File: config.mk
export PLATFORM = sky130hd
export DESIGN_NAME = sigmoid_bwd_seq
export DESIGN_NICKNAME = d
export VERILOG_FILES = /design/src/rtl/sigmoid_bwd_seq.sv
export SDC_FILE = /design/constraint.sdc
export NUM_CORES = 1
export LEC_CHECK = 0
export BUFFER_PORTS_ARGS = -buffer_cell sky130_fd_sc_hd__buf_2
export CORE_UTILIZATION = 30
export CTS_BUF_LIST = sky130_fd_sc_hd__clkbuf_16
export DETAILED_ROUTE_END_ITERATION = 6
export HOLD_SLACK_MARGIN = 0.05
export SYNTH_ARGS = -nofsm -noshare
export SYNTH_HDL_FRONTEND = slang
export SYNTH_SLANG_ARGS = --single-unit
File: constraint.sdc
create_clock -name clk -period 4.1 [get_ports clk]
set_input_delay 0.82 -clock clk [delete_from_list [all_inputs] [get_ports clk]]
set_output_delay 0.82 -clock clk [all_outputs]
set_load 0.005 [all_outputs]
File: src/rtl/sigmoid_bwd_seq.sv
// sigmoid_bwd_seq: backward pass of the sigmoid activation, dx = g * y * (1 - y).
// Three-stage pipeline per lane, one vector per enabled cycle, i_en stalls everything.
// Optional build macro: SIGMOID_BWD_ROUND_EN selects round-half-up in the last
// stage instead of floor (arithmetic shift). Latency and ports are unchanged.

// One lane of the derivative pipeline.
module sigmoid_bwd_lane #(
  parameter int W = 8
) (
  input  logic         clk,
  input  logic         rst,
  input  logic         en_i,
  input  logic         vld_i,
  input  logic [W-1:0] g_i,
  input  logic [W-1:0] y_i,
  output logic         vld_o,
  output logic [W-1:0] dx_o
);
  localparam int STAGES = 3;

  logic [STAGES:1]       vld_pipe;
  logic [W:0]            ym;
  logic [2*W-1:0]        d_d, d_q;
  logic [W-1:0]          g1_q;
  logic signed [3*W:0]   p_d, p_q;
  logic [3*W+1:0]        sum;
  logic [W-1:0]          dx_d, dx_q;
  logic                  unused_bits;

  // S1: d = y * (2^W - y); the true value peaks at 2^(2W-2), so 2W bits suffice.
  assign ym  = {1'b1, {W{1'b0}}} - {1'b0, y_i};
  assign d_d = {{W{1'b0}}, y_i} * {{(W-1){1'b0}}, ym};

  // S2: signed g times non-negative d; |p| < 2^(3W-1), so 3W+1 bits cannot wrap.
  assign p_d = $signed({{(2*W+1){g1_q[W-1]}}, g1_q}) * $signed({{(W+1){1'b0}}, d_q});

  // S3: drop the 2W fraction bits of y*(1-y); optional half-LSB bias first.
`ifdef SIGMOID_BWD_ROUND_EN
  localparam logic [3*W+1:0] RND = {{(W+2){1'b0}}, 1'b1, {(2*W-1){1'b0}}};
  assign sum = {p_q[3*W], p_q} + RND;
`else
  assign sum = {p_q[3*W], p_q};
`endif
  // |dx| <= |g|/4, so the kept slice already holds the full signed result.
  assign dx_d        = vld_pipe[2] ? sum[3*W-1:2*W] : '0;
  assign unused_bits = ^{sum[3*W+1:3*W], sum[2*W-1:0]};

  // Stage registers: reset clears, i_en low freezes data and valid together.
  always_ff @(posedge clk or posedge rst) begin
    if (rst) begin
      vld_pipe <= '0;
      d_q      <= '0;
      g1_q     <= '0;
      p_q      <= '0;
      dx_q     <= '0;
    end else if (en_i) begin
      vld_pipe <= {vld_pipe[STAGES-1:1], vld_i};
      d_q      <= d_d;
      g1_q     <= g_i;
      p_q      <= p_d;
      dx_q     <= dx_d;
    end
  end

  assign vld_o = vld_pipe[STAGES];
  assign dx_o  = dx_q;
endmodule

// Top: NUM_DATA independent lanes sharing clock, reset and enable.
module sigmoid_bwd_seq #(
  parameter int DATA_WIDTH = 8,
  parameter int NUM_DATA   = 1
) (
  input  logic                           clk,
  input  logic                           rst,
  input  logic                           i_en,
  input  logic [NUM_DATA-1:0]            i_valid,
  input  logic [NUM_DATA*DATA_WIDTH-1:0] i_grad_bus,
  input  logic [NUM_DATA*DATA_WIDTH-1:0] i_act_bus,
  output logic [NUM_DATA-1:0]            o_valid,
  output logic [NUM_DATA*DATA_WIDTH-1:0] o_data_bus
);
  for (genvar l = 0; l < NUM_DATA; l++) begin : g_lane
    sigmoid_bwd_lane #(.W(DATA_WIDTH)) u_lane (
      .clk   (clk),
      .rst   (rst),
      .en_i  (i_en),
      .vld_i (i_valid[l]),
      .g_i   (i_grad_bus[l*DATA_WIDTH +: DATA_WIDTH]),
      .y_i   (i_act_bus[l*DATA_WIDTH +: DATA_WIDTH]),
      .vld_o (o_valid[l]),
      .dx_o  (o_data_bus[l*DATA_WIDTH +: DATA_WIDTH])
    );
  end
endmodule

==> impl_metrics.csv, run 1 <==
group,metric,value,unit
grt,grt_overflow_total,0,
timing,worst_slew_pin_slew,0.958,ns
grt,global_route.usage.met3,1.26,%
final_layout,multiInputGateArea,6690,um2
setup_path,path_common_cell,"fa_1",
grt,busiest_layer,"met2",
clock_network,clk_pin_slew,0.07,ns
clock_network,cts_tree,"yes",
route,viasPerCell,4.47,
route,wirelength,17400,um
logic_synthesis,synth-edff-count,0,
setup_path,crit_type,"in -> reg",
logic_synthesis,postSynthAreaPerCell,9.48,um2
logic_synthesis,yosysMostFrequentCell,"inv_1",
timing,fin_worst_skew,0.0123,ns
die,rows,58,
final_layout,n_antenna_cell,0,
placed_design,port_buffers,28,
logic_synthesis,synth.distinct_cells,56,
timing,slew_violations,0,
timing,min_period_over_period,124,%
clock_network,cts_max_path_buffers,2,
logic_synthesis,ys_ff_latch,43,
logic_synthesis,synth.area.top_cells,"fa_1 (32%), ha_1 (16%), dfrtp_1 (14%), inv_1 (8.3%), and2_1 (7.3%)",
clock_network,worst_skew_pair.late_latency,0.30,ns
setup_path,cp_max_fo,3,
grt,grt_antenna_before_repair,0,
grt,met1_usage,18.4,%
timing,fin_crit,5.07,ns
logic_synthesis,synth-warning-count,0,
timing,worst_slack,-0.971,ns
die,fp.dieH,164,um
final_layout,fillers,2480,
status,status,"finished with violations",
route,drt_iter0_markers,181,
timing,setup_violations,18,
timing,hold_viol,0,
status,violations,"setup timing",
grt,grt_pass1_wl,30000,um
final_layout,area_growth,32.2,%
placed_design,dp_hpwl,13700,um
timing,rsz0062_at_grt,"true",
route,via_count,5846,
logic_synthesis,synth-main-ff-cell,"dfrtp_1",
placed_design,dp_cells,1263,
final_layout,instances_no_fill,1308,
grt,gr-usage-all-layers,13.9,%
logic_synthesis,async_reset_ff_share,100,%
logic_synthesis,synthTopCellsByCount,"inv_1 (173), fa_1 (124), ha_1 (98)",
clock_network,numCtsBuffers,5,
timing,fmax,0.197,GHz
die,start_util,30.9,%
placed_design,placed_cell_area,9350,um2
final_layout,design_area,10400,um2
grt,gr-usage-met2,24.8,%
clock_network,cts_root_buffer,"clkbuf_16",
die,dieArea,26800,um2
die,die-width,164,um
placed_design,gp_congestion,0.840,
final_layout,nets,1219,
final_layout,fin_util,40.8,%
die,io_pins,29,
route,ant_nets,0,
final_layout,seqCellArea,1090,um2
setup_path,cp.required,4.28,ns
setup_path,regToRegSetupSlack,-0.49,ns
setup_path,cp.arrival,5.25,ns
min_path,hold_path_class,"reg -> reg",
setup_path,slowest_delay,0.51,ns
logic_synthesis,synth_top_area_cell,"fa_1",
route,remaining_drc_errors,0,
grt,grt_pass1_vias,6323,
logic_synthesis,netlist_area,7840,um2
run,drv_cap,0,
route,wl_per_cell,13.3,um
die,core,25400,um2
logic_synthesis,synthCells,827,
clock_network,cts.sinks,43,
timing,slew_headroom,36.0,%
setup_path,path_cells,"buf_8 > buf_6 > nor2_4 > nand2_4 > or3_4 > inv_4 > ha_4 > nor2b_4 > fa_1 > fa_2 > fa_1 > inv_1 > fa_1 > inv_2 > ha_4 > or3_4 > o221a_4 > a311oi_2 > o21ai_1 > a221o_1",
logic_synthesis,ys_seq_area_share,13.7,%
setup_path,cp_slowest_cell,"fa_1",
final_layout,drive_above_1_share,32.9,%
setup_path,cp-end-kind,"flip-flop",
setup_path,startpoint_type,"input pin",
logic_synthesis,synth_top_area_share,31.6,%
grt,grt_max_degree,44,
route,dr.pass1.iters,4,
clock_network,h-tree-depth,2,
## worst paths after layout
kind | start | endpoint | cells after the start
worst max register to register | g_lane[0].u_lane.d_q[6]$_DFFE_PP0P_ | g_lane[0].u_lane.p_q[23]$_DFFE_PP0P_ | 17
worst min register to register | g_lane[0].u_lane.p_q[16]$_DFFE_PP0P_ | g_lane[0].u_lane.p_q[16]$_DFFE_PP0P_ | 2
worst max-delay path | i_act_bus[2] | g_lane[0].u_lane.d_q[15]$_DFFE_PP0P_ | 20
max in group asynchronous | rst | g_lane[0].u_lane.g1_q[2]$_DFFE_PP0P_ | 2
min in group asynchronous | rst | g_lane[0].u_lane.dx_o[7]$_DFFE_PP0P_ | 2
worst min-delay path | g_lane[0].u_lane.p_q[16]$_DFFE_PP0P_ | g_lane[0].u_lane.p_q[16]$_DFFE_PP0P_ | 2
## routing by layer
| metal | part of all wire (%) | vias up |
|---|---|---|
| li1 | - | 2857 |
| met1 | 47 | 2942 |
| met2 | 51 | 41 |
| met3 | 1.9 | 6 |
| met4 | 0.61 | 0 |
| met5 | 0 | - |
## final cells by class
cell class / instances / share of cell area [%]
multi-input combinational: 586 / 64.5
timing repair buffer: 165 / 12.5
clock inverter: 3 / 0.688
tap: 330 / 3.98
clock buffer: 5 / 1.21
inverter: 176 / 6.59
sequential: 43 / 10.5
## placed cells by master (no fill, tap or decap), types with 4 or more instances in the layout
cell	n
buf_6	19
fa_1	117
nor2_1	35
nor2b_4	4
nand2b_1	7
o21ai_0	11
conb_1	5
dfrtp_2	9
dfrtp_1	34
ha_4	19
nor2b_1	24
nand3_1	10
inv_1	155
clkbuf_16	5
mux2_2	17
xnor2_1	12
nor2b_2	5
buf_2	25
buf_4	116
a21oi_1	9
and2_4	9
inv_2	16
ha_1	78
mux2_4	7
and2_1	82
fa_2	7
o21a_1	10
a21oi_2	4
nand2_1	39
## worst max-delay path: cells and delay by family
family | cells | cell delay (ns)
adders and majority gates | 6 | 2.22
AOI/OAI and AO/OA | 4 | 0.89
buffers and inverters | 5 | 0.36
and+or+nand+nor | 5 | 0.95
## sequential cells by signal, summed over array words and instances, names as in the netlist
| register | cells |
|---|---|
| g_lane.u_lane.g1_q | 8 |
| g_lane.u_lane.vld_pipe | 3 |
| g_lane.u_lane.dx_o | 8 |
| g_lane.u_lane.d_q | 16 |
| g_lane.u_lane.p_q | 8 |
## logic make-up after synthesis
kind of cell / after synthesis / share of synthesized area, %
multiplexers: 25 / 3.62
buffers and inverters: 201 / 9.62
other: 2 / 0.0957
XOR/XNOR: 18 / 2.01
flip-flops: 43 / 13.7
AND/OR/NAND/NOR: 249 / 17.3
adder cells (fa/ha/maj): 222 / 47.3
AO/OA/AOI/OAI: 67 / 6.36
## repair_timing
action / 4_1_cts / 5_1_grt
buffers inserted: 8 / 30
gates resized for setup: 47 / 89
setup endpoints to repair: 18 / 18
pin swaps: 35 / 71
hold buffers: 0 / 0
## per-stage QoR
stage	TNS [ns]	hold slack [ns]	setup WS, ns
global placement	-15.92	0.480	-1.44
global route	-12.75	0.518	-1.14
CTS	-10.33	0.502	-1.02
detailed placement	-16.62	0.478	-1.49
finish	-9.82	0.500	-0.971
floorplan	-8.89	0.447	-1.21
Power of run 1 is left out: the tool's default activity adds up to more than one toggle a clock period on the data nets, which glitch-free logic cannot reach.
==> run 2: changes to the inputs <==
==> constraint.sdc (replaced) <==
create_clock -name clk -period 6 [get_ports clk]
set_input_delay 1.2 -clock clk [delete_from_list [all_inputs] [get_ports clk]]
set_output_delay 1.2 -clock clk [all_outputs]
set_load 0.005 [all_outputs]
==> run 2 against run 1 <==
  * Via count fell by 6.5%
  * Non-clock buffer count down 111
  * Die area unchanged
  * Cell count decreased by 8.5%
  * Wire length decreased by 13%
  * The flow now finishes without violations
  * Sequential share of layout area is 1.8 points higher
==> impl_metrics.csv, run 2 (same netlist as run 1, synthesis figures left out) <==
group,metric,value,unit
placed_design,gp_congestion,0.780,
die,die-width,164,um
setup_path,path_cells,"buf_2 > clkinv_1 > ha_1 > nand2_1 > or3_1 > inv_1 > ha_1 > nor2b_1 > fa_1 > fa_1 > fa_1 > inv_1 > fa_1 > inv_1 > ha_2 > or3_1 > o221a_2 > a311oi_2 > o21ai_1 > a221o_1",
final_layout,seqCellArea,1080,um2
die,rows,58,
final_layout,nets,1108,
status,status,"completed",
route,remaining_drc_errors,0,
route,viasPerCell,4.56,
clock_network,cts_tree,"yes",
clock_network,worst_skew_pair.late_latency,0.30,ns
clock_network,cts_root_buffer,"clkbuf_16",
final_layout,fin_util,34.4,%
min_path,hold_path_class,"reg -> reg",
timing,worst_slew_pin_slew,0.916,ns
grt,grt_max_degree,57,
die,io_pins,29,
setup_path,cp-end-kind,"flip-flop",
grt,grt_antenna_before_repair,0,
final_layout,final_cell_mix,"inv_1 (172), fa_1 (124), ha_1 (97), and2_1 (91), dfrtp_1 (43)",
setup_path,startpoint_type,"input pin",
setup_path,cp_max_fo,3,
route,drt_iter0_markers,167,
route,via_count,5464,
die,core,25400,um2
grt,grt_overflow_total,0,
timing,fin_worst_skew,0.00617,ns
die,fp.dieH,164,um
setup_path,cp_slowest_cell,"fa_1",
timing,fin_crit,5.73,ns
route,ant_nets,0,
setup_path,cp.required,6.19,ns
timing,timing.hold.ws,0.501,ns
timing,min_period_over_period,95.5,%
timing,hold_viol,0,
clock_network,cts.sinks,43,
clock_network,h-tree-depth,2,
die,dieArea,26800,um2
setup_path,slowest_delay,0.54,ns
final_layout,n_antenna_cell,0,
final_layout,area_growth,11.2,%
timing,slew_headroom,38.8,%
timing,setup_violations,0,
die,start_util,30.9,%
route,dr.pass1.iters,4,
final_layout,drive_above_1_share,11.8,%
setup_path,crit_buf_inv,5,
min_path,min_to,"g_lane[0].u_lane.p_q[16]$_DFFE_PP0P_",
timing,fmax,0.175,GHz
placed_design,dp_cells,1189,
setup_path,rr_worst_depth,16,
final_layout,final_common_cell,"inv_1",
grt,gr-usage-all-layers,12.7,%
clock_network,numCtsBuffers,5,
min_path,hp-start,"g_lane[0].u_lane.p_q[16]$_DFFE_PP0P_",
min_path,worstHoldPathCells,2,
final_layout,fillers,2638,
final_layout,largest_register_ffs,16,
clock_network,cts_max_path_buffers,2,
final_layout,multiInputGateArea,6040,um2
setup_path,timing.rr.start,"g_lane[0].u_lane.g1_q[3]$_DFFE_PP0P_",
route,wirelength,15100,um
route,wl_per_cell,12.6,um
run,drv_cap,0,
placed_design,port_buffers,28,
placed_design,dp_hpwl,12400,um
setup_path,timing.rr.end,"g_lane[0].u_lane.p_q[21]$_DFFE_PP0P_",
setup_path,regToRegSetupSlack,0.73,ns
timing,rsz0062_at_grt,"false",
clock_network,cts_hold_buffers,0,
timing,slew_violations,0,
final_layout,instances_no_fill,1197,
clock_network,clk_pin_slew,0.07,ns
grt,grt_pass1_wl,27600,um
final_layout,regMostFlops,"g_lane.u_lane.d_q",
setup_path,cp.arrival,5.92,ns
setup_path,crit_type,"in -> reg",
setup_path,path_common_cell,"fa_1",
setup_path,crit_family,"adder cells",
grt,grt_pass1_vias,5927,
run 2: worst register-to-register path, cell delays in order (launching register included):
cell and delay [ns]:
dfrtp_1 0.73, nand2_1 0.17, fa_1 0.52, fa_1 0.55
inv_1 0.05, fa_1 0.48, inv_1 0.05, fa_1 0.47
inv_1 0.04, ha_1 0.28, nand4_1 0.13, nor3_1 0.53
o21a_1 0.30, o21ai_1 0.14, o2bb2ai_1 0.21, o21a_1 0.19
o41ai_1 0.32
run 2: cell type report:
type                       count  share of cell area [%]
inverter                     176                    7.63
clock buffer                   5                    1.43
clock inverter                 3                   0.817
timing repair buffer          54                    3.84
multi-input combinational    586                    69.2
sequential                    43                    12.3
tap                          330                    4.73
run 2: timing repair:
| action | 4_1_cts | 5_1_grt |
|---|---|---|
| endpoints found under the setup margin | 0 | 1 |
| gates resized for setup | 0 | 1 |
| buffers inserted | 0 | 0 |
run 2: per-layer routing:
layer	vias to the layer above	track usage, %	wire length [um]
li1	2625	-	-
met1	2779	16.7	7170
met2	54	22.3	7420
met3	6	1.41	400
met4	0	2.61	125
met5	-	0	0
run 2: how the worst max path moves through the flow:
| stage | cells after the start | endpoint | startpoint | slack [ns] |
|---|---|---|---|---|
| after floorplan | 20 | g_lane[0].u_lane.d_q[15]$_DFFE_PP0P_ | i_act_bus[0] | -0.02 |
| after global placement | 22 | g_lane[0].u_lane.d_q[14]$_DFFE_PP0P_ | i_act_bus[0] | -0.06 |
| after detailed placement | 20 | g_lane[0].u_lane.d_q[15]$_DFFE_PP0P_ | i_act_bus[0] | -0.04 |
| after CTS | 20 | g_lane[0].u_lane.d_q[15]$_DFFE_PP0P_ | i_act_bus[0] | 0.27 |
| after global routing | 20 | g_lane[0].u_lane.d_q[15]$_DFFE_PP0P_ | i_act_bus[0] | 0.01 |
| final | 20 | g_lane[0].u_lane.d_q[15]$_DFFE_PP0P_ | i_act_bus[1] | 0.27 |
run 2: stage by stage:
| stage | area, um2 | setup slack, ns | TNS [ns] |
|---|---|---|---|
| 4_1_cts | 8720 | 0.268 | 0 |
| 3_3_place_gp | 8520 | -0.0578 | -0.105 |
| 5_1_grt | 8730 | 0.00984 | 0 |
| 2_1_floorplan | 7870 | -0.0170 | -0.0170 |
| 3_5_place_dp | 8520 | -0.0377 | -0.0532 |
| 6_report | 8730 | 0.272 | 0 |
Power of run 2 is left out for the same reason.
==> run 3: changes to the inputs <==
--- a/config.mk
+++ b/config.mk
@@ -6,10 +6,11 @@
 export NUM_CORES = 1
 export LEC_CHECK = 0
 export BUFFER_PORTS_ARGS = -buffer_cell sky130_fd_sc_hd__buf_2
-export CORE_UTILIZATION = 30
+export CORE_UTILIZATION = 50
 export CTS_BUF_LIST = sky130_fd_sc_hd__clkbuf_16
 export DETAILED_ROUTE_END_ITERATION = 6
 export HOLD_SLACK_MARGIN = 0.05
+export PLACE_DENSITY = 0.67
 export SYNTH_ARGS = -nofsm -noshare
 export SYNTH_HDL_FRONTEND = slang
 export SYNTH_SLANG_ARGS = --single-unit
==> run 3 against run 2 <==
  * Cell count fell by 9.0%
  * Worst setup slack lost 0.013 ns
  * Maximum frequency shrank 0.22%
  * Design area decreased by 0.65%
  * Sequential share of layout area increased by 0.080 points
  * Die area down 40%
  * Global-route usage increased by 8.3 points
  * Flip-flop and latch count is the same
  * Critical path depth did not move
  * Critical path type unchanged
  * Largest cell class unchanged
==> impl_metrics.csv, run 3 (same netlist as run 1, synthesis figures left out) <==
group,metric,value,unit
status,status,"completed",
clock_network,worst_skew_pair.late_latency,0.29,ns
timing,hold_viol,0,
final_layout,instances_no_fill,1089,
clock_network,cts_max_path_buffers,2,
clock_network,cts_hold_buffers,0,
die,io_pins,29,
final_layout,area_growth,10.5,%
timing,fin_crit,5.74,ns
placed_design,port_buffers,28,
route,drt_iter0_markers,161,
clock_network,h-tree-depth,2,
placed_design,gp_congestion,0.806,
timing,rsz0062_at_grt,"false",
clock_network,cts.sinks,43,
die,start_util,51.4,%
grt,grt_pass1_vias,5791,
final_layout,final_cell_mix,"inv_1 (172), fa_1 (124), ha_1 (96), and2_1 (91), dfrtp_1 (43)",
grt,gr-usage-all-layers,21.0,%
placed_design,place_ws,-0.0634,ns
setup_path,cp_max_fo,3,
route,wl_per_cell,13.8,um
final_layout,regMostFlops,"g_lane.u_lane.d_q",
setup_path,cp-end-kind,"flip-flop",
placed_design,dp_cells,1081,
timing,fmax,0.174,GHz
final_layout,fillers,1424,
die,dieArea,16200,um2
route,dr.pass1.iters,4,
clock_network,cts_tree,"yes",
final_layout,nets,1119,
setup_path,cp.required,6.17,ns
die,rows,45,
clock_network,cts_root_buffer,"clkbuf_16",
final_layout,largest_register_ffs,16,
final_layout,final_common_cell,"inv_1",
clock_network,cts_resized,0,
die,core,15300,um2
min_path,hold_path_class,"reg -> reg",
clock_network,cts_setup_buffers,0,
die,fp.dieH,127,um
route,ant_nets,0,
timing,worst_slack,0.260,ns
timing,worst_slew_pin_slew,1.02,ns
run,drv_cap,0,
die,die-width,127,um
route,wirelength,15100,um
clock_network,numCtsBuffers,5,
timing,fin_worst_skew,0.00388,ns
timing,slew_headroom,32.1,%
setup_path,cp.arrival,5.91,ns
placed_design,dp_hpwl,12400,um
setup_path,crit_type,"in -> reg",
timing,min_period_over_period,95.7,%
route,remaining_drc_errors,0,
final_layout,drive_above_1_share,13.7,%
setup_path,startpoint_type,"input pin",
timing,setup_violations,0,
timing,fin_tns_setup,0,ns
grt,grt_pass1_wl,27300,um
timing,slew_violations,0,
final_layout,n_antenna_cell,0,
route,via_count,5482,
grt,grt_overflow_total,0,
clock_network,clk_pin_slew,0.07,ns
grt,grt_antenna_before_repair,0,
grt,grt_max_degree,57,
route,viasPerCell,5.03,
==> run 3: cell types whose count changed in the layout (fill, tap and decap cells not counted), moves of 2 or more <==
cell / before / now
buf_4: 26 / 37
nor3b_1: 2 / 0
nor3b_2: 0 / 2
or3_1: 2 / 0
or3_4: 0 / 2
==> run 3: through the flow <==
step	util (%)	instance area, um2	hold WS, ns
after floorplan	-	7870	0.447
after global placement	55.4	8460	0.466
after detailed placement	55.4	8460	0.472
after CTS	56.5	8620	0.486
after global routing	56.8	8670	0.520
final	56.8	8670	0.483
==> run 3: cell type report <==
type	instances	area, um2	share of cell area, %
timing repair buffer	65	418	4.82
clock inverter	3	42.5	0.491
clock buffer	5	125	1.44
sequential	43	1080	12.4
inverter	176	666	7.68
multi-input combinational	586	6080	70.1
tap	211	264	3.05
==> run 3: path summary, 6_finish.rpt <==
check / from / to / slack [ns] / cells after the start
worst max-delay path: i_act_bus[2] / g_lane[0].u_lane.d_q[15]$_DFFE_PP0P_ / 0.26 / 20
max in group asynchronous: rst / g_lane[0].u_lane.g1_q[4]$_DFFE_PP0P_ / 4.31 / 2
worst min-delay path: g_lane[0].u_lane.p_q[21]$_DFFE_PP0P_ / g_lane[0].u_lane.p_q[21]$_DFFE_PP0P_ / 0.48 / 2
worst min register to register: g_lane[0].u_lane.p_q[21]$_DFFE_PP0P_ / g_lane[0].u_lane.p_q[21]$_DFFE_PP0P_ / 0.48 / 2
worst max register to register: g_lane[0].u_lane.g1_q[3]$_DFFE_PP0P_ / g_lane[0].u_lane.p_q[21]$_DFFE_PP0P_ / 0.68 / 15
min in group asynchronous: rst / g_lane[0].u_lane.vld_pipe[2]$_DFFE_PP0P_ / 1.12 / 2
==> run 3: per-layer routing <==
layer,part of all wire [%],GRT usage (%)
met3,2.0,1.93
met1,47,27.9
met2,49,37.4
met4,1.7,4.34
met5,0,0
==> run 3: worst max-delay path, cell delays in order <==
cell and delay [ns]:
buf_2 0.11, buf_4 0.13, nor2_2 0.11, nand2_2 0.07, or3_4 0.36, inv_1 0.06, ha_1 0.24, nor2b_2 0.14
fa_1 0.42, fa_1 0.48, fa_1 0.49, inv_1 0.05, fa_1 0.52, inv_1 0.04, ha_2 0.17, or3_4 0.38
o221a_4 0.24, a311oi_2 0.29, o21ai_1 0.09, a221o_1 0.29
Power of run 3 is left out for the same reason.
